$ cat src/rtl/ped_crossing_ctrl_pkg.sv
// Shared types and constants for the pedestrian crossing controller.
//   ped_state_t : the six phases of the road/crosswalk cycle
//   LIGHT_*     : one-hot {R,Y,G} light encodings
//   max_of      : helper used to size the phase timer
package ped_ctrl_pkg;

   typedef enum logic [2:0] {
      ST_ROAD_GREEN  = 3'd0,
      ST_ROAD_YELLOW = 3'd1,
      ST_ALL_RED1    = 3'd2,
      ST_WALK        = 3'd3,
      ST_PED_CLEAR   = 3'd4,
      ST_ALL_RED2    = 3'd5
   } ped_state_t;

   localparam logic [2:0] LIGHT_R   = 3'b100;
   localparam logic [2:0] LIGHT_Y   = 3'b010;
   localparam logic [2:0] LIGHT_G   = 3'b001;
   localparam logic [2:0] LIGHT_OFF = 3'b000;

   function automatic int unsigned max_of(input int unsigned a, input int unsigned b);
      return (a > b) ? a : b;
   endfunction

endpackage

$ cat src/rtl/req_edge_cnt.sv
// Pedestrian request edge detector and saturating request counter.
//   clk, rst  : clock, synchronous active-high reset
//   req       : synchronised button levels
//   count_a   : registered count of accepted rising edges, saturates at 2**CNT_W-1
//   any_rise  : combinational, high when any button rose this cycle
module req_edge_cnt #(
   parameter int unsigned N_REQ = 3,
   parameter int unsigned CNT_W = 4
) (
   input  logic             clk,
   input  logic             rst,
   input  logic [N_REQ-1:0] req,
   output logic [CNT_W-1:0] count_a,
   output logic             any_rise
);

   // Wide enough to hold count plus a full popcount without overflow.
   localparam int unsigned SUM_W = CNT_W + $clog2(N_REQ + 1);
   localparam logic [SUM_W-1:0] SAT = SUM_W'({CNT_W{1'b1}});

   logic [N_REQ-1:0] req_q;
   logic [N_REQ-1:0] rise;
   logic [SUM_W-1:0] sum;
   logic [CNT_W-1:0] count_d;

   // Edge detect, popcount and saturating add.
   always_comb begin
      rise     = req & ~req_q;
      any_rise = |rise;
      sum      = SUM_W'(count_a);
      for (int i = 0; i < int'(N_REQ); i++) begin
         sum = sum + SUM_W'(rise[i]);
      end
      count_d = (sum > SAT) ? {CNT_W{1'b1}} : sum[CNT_W-1:0];
   end

   always_ff @(posedge clk) begin
      if (rst) begin
         req_q   <= '0;
         count_a <= '0;
      end else begin
         req_q   <= req;
         count_a <= count_d;
      end
   end

endmodule

$ cat src/rtl/ped_crossing_ctrl.sv
// Road / pedestrian crossing controller. Latches button requests, counts them
// and sequences road and crosswalk lights through a fixed phase cycle.
//   clk, rst        : clock, synchronous active-high reset
//   tick            : timebase enable for the phase timer
//   req             : pedestrian buttons (level, synchronised)
//   count_a         : accepted-request count, saturating
//   road_light      : one-hot {R,Y,G}, registered
//   crosswalk_light : one-hot {R,Y,G}, registered
// Build option PED_CTRL_FLASH_EN: crosswalk flashes green/off during PED_CLEAR
// instead of showing steady yellow.
module ped_crossing_ctrl
   import ped_ctrl_pkg::*;
#(
   parameter int unsigned N_REQ     = 3,
   parameter int unsigned CNT_W     = 4,
   parameter int unsigned MIN_GREEN = 4,
   parameter int unsigned YELLOW_T  = 2,
   parameter int unsigned ALLRED_T  = 1,
   parameter int unsigned WALK_T    = 5,
   parameter int unsigned CLEAR_T   = 3
) (
   input  logic             clk,
   input  logic             rst,
   input  logic             tick,
   input  logic [N_REQ-1:0] req,
   output logic [CNT_W-1:0] count_a,
   output logic [2:0]       road_light,
   output logic [2:0]       crosswalk_light
);

   localparam int unsigned MAX_DUR = max_of(max_of(max_of(MIN_GREEN, YELLOW_T),
                                                   max_of(ALLRED_T, WALK_T)), CLEAR_T);
   localparam int unsigned TMR_W   = $clog2(MAX_DUR + 1);

   ped_state_t       state_q, state_d;
   logic [TMR_W-1:0] timer_q, timer_d;
   logic             pending_q, pending_d;
   logic [2:0]       road_d, cw_d;
   logic             any_rise;
`ifdef PED_CTRL_FLASH_EN
   logic             flash_q, flash_d;
`endif

   req_edge_cnt #(
      .N_REQ (N_REQ),
      .CNT_W (CNT_W)
   ) u_req_edge_cnt (
      .clk      (clk),
      .rst      (rst),
      .req      (req),
      .count_a  (count_a),
      .any_rise (any_rise)
   );

   // State, timer, pending flag and registered lights.
   always_ff @(posedge clk) begin
      if (rst) begin
         state_q         <= ST_ROAD_GREEN;
         timer_q         <= TMR_W'(MIN_GREEN - 1);
         pending_q       <= 1'b0;
         road_light      <= LIGHT_G;
         crosswalk_light <= LIGHT_R;
`ifdef PED_CTRL_FLASH_EN
         flash_q         <= 1'b1;
`endif
      end else begin
         state_q         <= state_d;
         timer_q         <= timer_d;
         pending_q       <= pending_d;
         road_light      <= road_d;
         crosswalk_light <= cw_d;
`ifdef PED_CTRL_FLASH_EN
         flash_q         <= flash_d;
`endif
      end
   end

   // Next state, timer reload, pending flag and light decode of the next state.
   always_comb begin
      state_d   = state_q;
      timer_d   = timer_q;
      pending_d = pending_q;
      road_d    = LIGHT_R;
      cw_d      = LIGHT_R;

      if (tick && (timer_q != '0)) begin
         timer_d = timer_q - TMR_W'(1);
      end

      // Exits only happen with timer at zero, so the reload below never
      // collides with the decrement above.
      case (state_q)
         ST_ROAD_GREEN: begin
            if (tick && (timer_q == '0) && pending_q) begin
               state_d = ST_ROAD_YELLOW;
               timer_d = TMR_W'(YELLOW_T - 1);
            end
         end
         ST_ROAD_YELLOW: begin
            if (tick && (timer_q == '0)) begin
               state_d = ST_ALL_RED1;
               timer_d = TMR_W'(ALLRED_T - 1);
            end
         end
         ST_ALL_RED1: begin
            if (tick && (timer_q == '0)) begin
               state_d = ST_WALK;
               timer_d = TMR_W'(WALK_T - 1);
            end
         end
         ST_WALK: begin
            if (tick && (timer_q == '0)) begin
               state_d = ST_PED_CLEAR;
               timer_d = TMR_W'(CLEAR_T - 1);
            end
         end
         ST_PED_CLEAR: begin
            if (tick && (timer_q == '0)) begin
               state_d = ST_ALL_RED2;
               timer_d = TMR_W'(ALLRED_T - 1);
            end
         end
         ST_ALL_RED2: begin
            if (tick && (timer_q == '0)) begin
               state_d = ST_ROAD_GREEN;
               timer_d = TMR_W'(MIN_GREEN - 1);
            end
         end
         default: begin
            state_d = ST_ROAD_GREEN;
            timer_d = TMR_W'(MIN_GREEN - 1);
         end
      endcase

      // Edges during WALK are counted but not latched; entering WALK clears
      // the flag and takes priority over a same-cycle set.
      if (any_rise && (state_q != ST_WALK)) begin
         pending_d = 1'b1;
      end
      if ((state_d == ST_WALK) && (state_q != ST_WALK)) begin
         pending_d = 1'b0;
      end

`ifdef PED_CTRL_FLASH_EN
      flash_d = flash_q;
      if ((state_d == ST_PED_CLEAR) && (state_q != ST_PED_CLEAR)) begin
         flash_d = 1'b1;
      end else if ((state_q == ST_PED_CLEAR) && tick) begin
         flash_d = ~flash_q;
      end
`endif

      case (state_d)
         ST_ROAD_GREEN:  road_d = LIGHT_G;
         ST_ROAD_YELLOW: road_d = LIGHT_Y;
         ST_WALK:        cw_d   = LIGHT_G;
         ST_PED_CLEAR: begin
`ifdef PED_CTRL_FLASH_EN
            cw_d = flash_d ? LIGHT_G : LIGHT_OFF;
`else
            cw_d = LIGHT_Y;
`endif
         end
         default: begin
            road_d = LIGHT_R;
            cw_d   = LIGHT_R;
         end
      endcase
   end

endmodule

$ cat config.mk
export PLATFORM = sky130hd
export DESIGN_NAME = ped_crossing_ctrl
export DESIGN_NICKNAME = d
export VERILOG_FILES = /design/src/rtl/ped_crossing_ctrl_pkg.sv /design/src/rtl/req_edge_cnt.sv /design/src/rtl/ped_crossing_ctrl.sv
export SDC_FILE = /design/constraint.sdc
export NUM_CORES = 1
export LEC_CHECK = 0
export ABC_AREA = 0
export BUFFER_PORTS_ARGS = -buffer_cell sky130_fd_sc_hd__buf_2
export CORE_MARGIN = 2
export CORE_UTILIZATION = 55
export DETAILED_ROUTE_END_ITERATION = 16
export PLACE_DENSITY = 0.85
export SLEW_MARGIN = 5
export SYNTH_ARGS = -nofsm -noshare
export SYNTH_HDL_FRONTEND = slang
export SYNTH_SLANG_ARGS = --single-unit
$ cat constraint.sdc
create_clock -name clk -period 4.5 [get_ports clk]
set_clock_uncertainty 0.1 [all_clocks]
set_input_delay 0.45 -clock clk [delete_from_list [all_inputs] [get_ports clk]]
set_output_delay 0.45 -clock clk [all_outputs]
set_load 0.05 [all_outputs]
**Yosys cells after proc, flatten, opt, wreduce, memory -nomap -nowiden**

Index checks and enable logic that the tools add are counted.

- Word-level logic and storage cells: 52
- Output and inout bits: 10
- Input port bits: 6
- Bits in registers: 20

- Equality and inequality tests: 9
- Reductions and logical operators: 12
- Order comparisons: 1
- Bitwise operators: 2
- Add/subtract/negate cells: 4
- Multiplexer cells: 17

Operators by type and width:

| kind | number |
|---|---|
| 3-bit 2-to-1 mux | 12 |
| 3-bit case mux with 6 select lines | 1 |
| 3-bit case mux with 5 select lines | 1 |
| 6-bit by 1-bit adder with 6-bit output | 2 |
| 3-bit case mux with 2 select lines | 2 |
| 3-bit by 2-bit == test with 1-bit output, second input constant | 3 |
| 3-bit == test, second input constant | 3 |
| 3-bit logical NOT | 3 |
| 3-bit by 1-bit == test with 1-bit output, second input constant | 2 |
| 6-bit by 4-bit greater-than comparator with 1-bit output, second input constant | 1 |
| 4-bit by 1-bit adder with 5-bit output | 1 |
| 1-bit logical AND | 5 |
| 4-bit 2-to-1 mux | 1 |
| 2-bit OR reduction | 2 |
| 3-bit bitwise AND | 1 |
| 3-bit by 2-bit inequality test with 1-bit output, second input constant | 1 |
| 3-bit NOT | 1 |
| 3-bit nonzero test | 1 |
| 3-bit OR reduction | 1 |
| 3-bit by 1-bit subtractor with 3-bit output, second input constant | 1 |

**Logic depth before layout (Yosys ltp)**

- Depth in word-level cells: 8
- Mapped depth: 11
- Mapped depth without buffers: 11

**Hierarchy**

From an unflattened synthesis, not the netlist that was laid out.

- Cells, all modules: 109
- Area, all modules: 973.4 µm²

By module, submodules not included:

| module | cells each | seq. area each (µm²) | instances | area an instance (µm²) |
|---|---|---|---|---|
| ped_crossing_ctrl | 74 | 260.2 | 1 | 636.9 |
| req_edge_cnt | 35 | 140.1 | 1 | 336.6 |

**Worst setup path before layout**

OpenSTA, ideal clock, no wires.

- Kind: flip-flop to flip-flop
- Start: register u_req_edge_cnt.count_a[0]
- End: register u_req_edge_cnt.count_a[3]
- Data arrival time: 2,131 ps
- Path buffers: 0
- Setup time: 112 ps
- Cell stages (with the launch flop): 10
- Slack: 2,157 ps
- Clock period less this slack: 2,343 ps
- Required time: 4,288 ps
- Cells stage by stage: dfxtp_1 > ha_1 > inv_1 > fa_1 > inv_1 > ha_1 > nor4b_1 > a31oi_1 > nor3_1 > a2111oi_1

- Cells in the longest elaborated chain, start to end: 5

RTL lines:

| element | line | text |
|---|---|---|
| start: declaration | req_edge_cnt.sv:13 | `output logic [CNT_W-1:0] count_a,` |
| start signal: assignment | req_edge_cnt.sv:43 | `count_a <= count_d;` |
| 4-bit by 1-bit adder with 5-bit output (*) | req_edge_cnt.sv:32 | `sum = sum + SUM_W'(rise[i]);` |
| 6-bit by 1-bit adder with 6-bit output (*) (2 in a row) | req_edge_cnt.sv:32 |  |
| 6-bit by 4-bit greater-than comparator with 1-bit output | req_edge_cnt.sv:34 | `count_d = (sum > SAT) ? {CNT_W{1'b1}} : sum[CNT_W-1:0];` |
| 4-bit 2-to-1 mux (*) | req_edge_cnt.sv:34 |  |

Mark *: on every way between the ends. The rest lies on a longest branch, timed or not.
A chain may end at the register's enable or synchronous reset.

**Worst setup path in the final report**

- Start: register u_req_edge_cnt.req_q[0]
- End: register u_req_edge_cnt.count_a[3]

- Cells in the longest elaborated chain, start to end: 7

RTL lines:

| element | line | text |
|---|---|---|
| start: declaration | req_edge_cnt.sv:21 | `logic [N_REQ-1:0] req_q;` |
| start signal: assignment | req_edge_cnt.sv:42 | `req_q <= req;` |
| 3-bit NOT (*) | req_edge_cnt.sv:28 | `rise = req & ~req_q;` |
| 3-bit bitwise AND (*) | req_edge_cnt.sv:28 |  |
| 4-bit by 1-bit adder with 5-bit output (*) | req_edge_cnt.sv:32 |  |
| 6-bit by 1-bit adder with 6-bit output (*) (2 in a row) | req_edge_cnt.sv:32 |  |
| 6-bit by 4-bit greater-than comparator with 1-bit output | req_edge_cnt.sv:34 |  |
| 4-bit 2-to-1 mux (*) | req_edge_cnt.sv:34 |  |

Marked as above.

==> reports/metrics.yaml <==
status:
  status: "completed"
cts:
  clk_latency_ps: 310
  clock-sinks: 20
  path_clk_slew_ps: 100
  post_cts.repair.setup_buffers: 0
  cts_buffer_depth: 2
  cts-hold-fix-buffers: 0
  htree_levels: 1
  cts_resized: 0
  cts_buffers: 3
  cts_root_buffer: "clkbuf_4"
  cts_tree: "built"
global_routing:
  grt_use_total_pct: 19.8
  grt_max_degree: 18
  grt_pass1_wl_um: 3710
  antenna_found_initial: 0
  gr-total-overflow: 0
  first_global_vias: 876
setup_path:
  required_ps: 4600
  critical_path.max_fanout: 5
  cp-end-kind: "flop"
  max_stage_delay_ps: 420
  crit_top_cell: "inv_1"
  worstReg2RegEnd: "u_req_edge_cnt.count_a[3]"
  cp_cell_sequence: "nand2b_1 > inv_1 > ha_1 > inv_1 > fa_1 > inv_1 > ha_1 > nor4b_1 > a31oi_1 > nor3_1 > a2111oi_1"
  crit_path_start_kind: "flop"
  crit_slowest_cell: "fa_1"
  critPathKind: "flop to flop"
  timing.rr.start: "u_req_edge_cnt.req_q[0]"
  r2r_cells: 11
  worstPathArrival_ps: 2440
  r2r_slack_ps: 2160
drt:
  dr.pass1.iters: 4
  vias: 983
  wl_um: 2200
  avgRoutedWirePerCell_um: 12.8
  drc: 0
  drt-initial-drc-count: 6
  detail-route-antenna-nets: 0
  via_per_inst: 5.72
min_path:
  hold_depth: 2
  hold_path.class: "primary input to flop"
  hold_start: "req[0]"
  hold_end: "u_req_edge_cnt.req_q[0]"
placement:
  numPortBuffers: 15
  place_inst: 168
  dp_worst_setup_slack_ps: 1940
  dp_hpwl_um: 1570
  place.gp.congestion: 0.851
synthesis:
  syn_nets: 145
  synthXorXnorAreaFrac_pct: 2.37
  ys_ff_latch: 20
  synth_area_um2: 1110
  ys_types: 38
  syn_inst: 133
  yosysSeqAreaShare_pct: 36.1
  synth_warnings: 0
  synth_compound_area_share_pct: 25.3
  synth_top_family_by_area: "compound AO/OA/AOI/OAI gates"
  syn-mean-instance-area_um2: 8.34
  synthAdderAreaFrac_pct: 7.44
  synth_mux_area_share_pct: 0
  synth-simple-area-share_pct: 21.9
timing:
  finalHoldViolCount: 0
  fin_setup_tns_ps: 0
  setup_viol: 0
  fin_ws_ps: 2160
  final_max_slew_viol_count: 0
  min_period_over_period_pct: 51.9
  rsz0062_at_grt: "no"
  tightest_slew_ps: 449
  period_minus_slack_ps: 2340
  clock.fmax_mhz: 428
  slew_headroom_pct: 70.0
floorplanning:
  floorplan.initialDensity_pct: 57.2
  ioPinCount: 16
  fp.dieW_um: 48.9
  core.rowCount: 16
  fp.coreArea_um2: 1940
  dieArea_um2: 2390
  die_y_um: 48.9
final_layout:
  fillCellCount: 170
  final_nets: 158
  final_cells: 172
  diodes: 0
  drive_gt1_share_pct: 16.6
  seq_area_um2: 400
  multi_input_area_um2: 632
  area_delta_synth_final_pct: 9.47
pwr:
  irDropWorstVdd_uv: 289
  p_per_area_nw_per_um2: 348
  leakage_nw: 0.498
  power.total_w: 0.000422
job:
  cap_violations: 0
==> worst max-delay path by stage <==
stage / startpoint / cells past startpoint / slack, ps / end
4_1_cts: u_req_edge_cnt.req_q[0] / 11 / 2140 / u_req_edge_cnt.count_a[3]
3_3_place_gp: req[0] / 12 / 2010 / u_req_edge_cnt.count_a[3]
5_1_grt: u_req_edge_cnt.req_q[0] / 11 / 1990 / u_req_edge_cnt.count_a[3]
6_report: u_req_edge_cnt.req_q[0] / 11 / 2160 / u_req_edge_cnt.count_a[3]
2_1_floorplan: u_req_edge_cnt.count_a[0] / 9 / 2160 / u_req_edge_cnt.count_a[3]
3_5_place_dp: req[0] / 12 / 1940 / u_req_edge_cnt.count_a[3]
==> stage by stage <==
step,hold WS [ps],area [µm²],utilization [%]
after CTS,264,1210,62.6
final,270,1210,62.6
after global placement,427,1180,60.7
after global routing,279,1210,62.6
after detailed placement,435,1180,60.7
after floorplan,388,1110,-
==> power breakdown <==
part	switching (W)	leakage, nW	internal, W	total, W
Combinational	0.0000727	0.314	0.0000408	0.000114
Clock	0.0000560	0.0210	0.0000495	0.000106
Sequential	0.0000136	0.163	0.000190	0.000203
==> layer usage <==
layer / share of wire (%) / vias to the layer above / GRT usage [%]
met2: 49 / 18 / 35.2
met5: 0 / - / 0
li1: - / 494 / -
met1: 46 / 466 / 23.0
met3: 3.5 / 5 / 3.68
met4: 1.6 / 0 / 8.57
==> final cells by class <==
| class | instances | area share, % |
|---|---|---|
| inverter | 10 | 3.09 |
| clock buffer | 4 | 2.99 |
| timing repair buffer | 15 | 6.18 |
| sequential | 20 | 33.0 |
| multi-input combinational | 96 | 52.0 |
| tap | 27 | 2.78 |
==> kinds of logic (layout without fill, tap and decap cells) <==
family                   after synthesis  after routing
XOR/XNOR                               3              3
AND/OR/NAND/NOR                       45             45
adder cells (fa/ha/maj)                6              6
AO/OA/AOI/OAI                         42             42
flip-flops                            20             20
buffers and inverters                 17             29
==> synth_stat cells, drive strengths merged <==
cell | instances | area (µm²)
dfxtp | 20 | 400
a21oi | 13 | 68.8
inv | 10 | 37.5
nand2 | 10 | 37.5
nor2 | 9 | 33.8
o21ai | 9 | 45.0
nand2b | 7 | 43.8
buf | 5 | 31.3
ha | 5 | 62.6
a31oi | 4 | 25.0
nor2b | 4 | 25.0
nor3 | 4 | 20.0
a2111oi | 3 | 40.0
a211oi | 3 | 22.5
and2 | 3 | 18.8
clkbuf | 2 | 8.75
nand3 | 2 | 10.0
o211ai | 2 | 15.0
o21a | 2 | 15.0
xnor2 | 2 | 17.5
a21boi | 1 | 7.51
a21o | 1 | 7.51
a311oi | 1 | 8.76
a32oi | 1 | 8.76
and3b | 1 | 12.5
fa | 1 | 20.0
nand3b | 1 | 7.51
nor3b | 1 | 7.51
nor4 | 1 | 6.26
nor4b | 1 | 8.76
o31ai | 1 | 7.51
o32ai | 1 | 8.76
or4 | 1 | 11.3
xor2 | 1 | 8.76
==> placed cells by master, fill, tap and decap left out, types with 5 or more instances in the layout <==
cell	instances
dfxtp_1	20
buf_2	15
a21oi_1	12
inv_1	10
nand2_1	10
o21ai_0	9
nor2_1	9
nand2b_1	7
ha_1	5
==> flip-flops by register name, summed over array words and instances (netlist names) <==
name                    flops
crosswalk_light             3
pending_q                   1
road_light                  3
u_req_edge_cnt.req_q        3
u_req_edge_cnt.count_a      4
timer_q                     3
state_q                     3
==> worst max-delay path: cells and delay by family (launching register included) <==
kind / cells / cell delay [ps]
adder cells (fa/ha/maj): 3 / 910
AO/OA/AOI/OAI: 2 / 480
flip-flops: 1 / 320
AND/OR/NAND/NOR: 3 / 250
buffers and inverters: 3 / 170
Power figures use the tool's default switching activity.
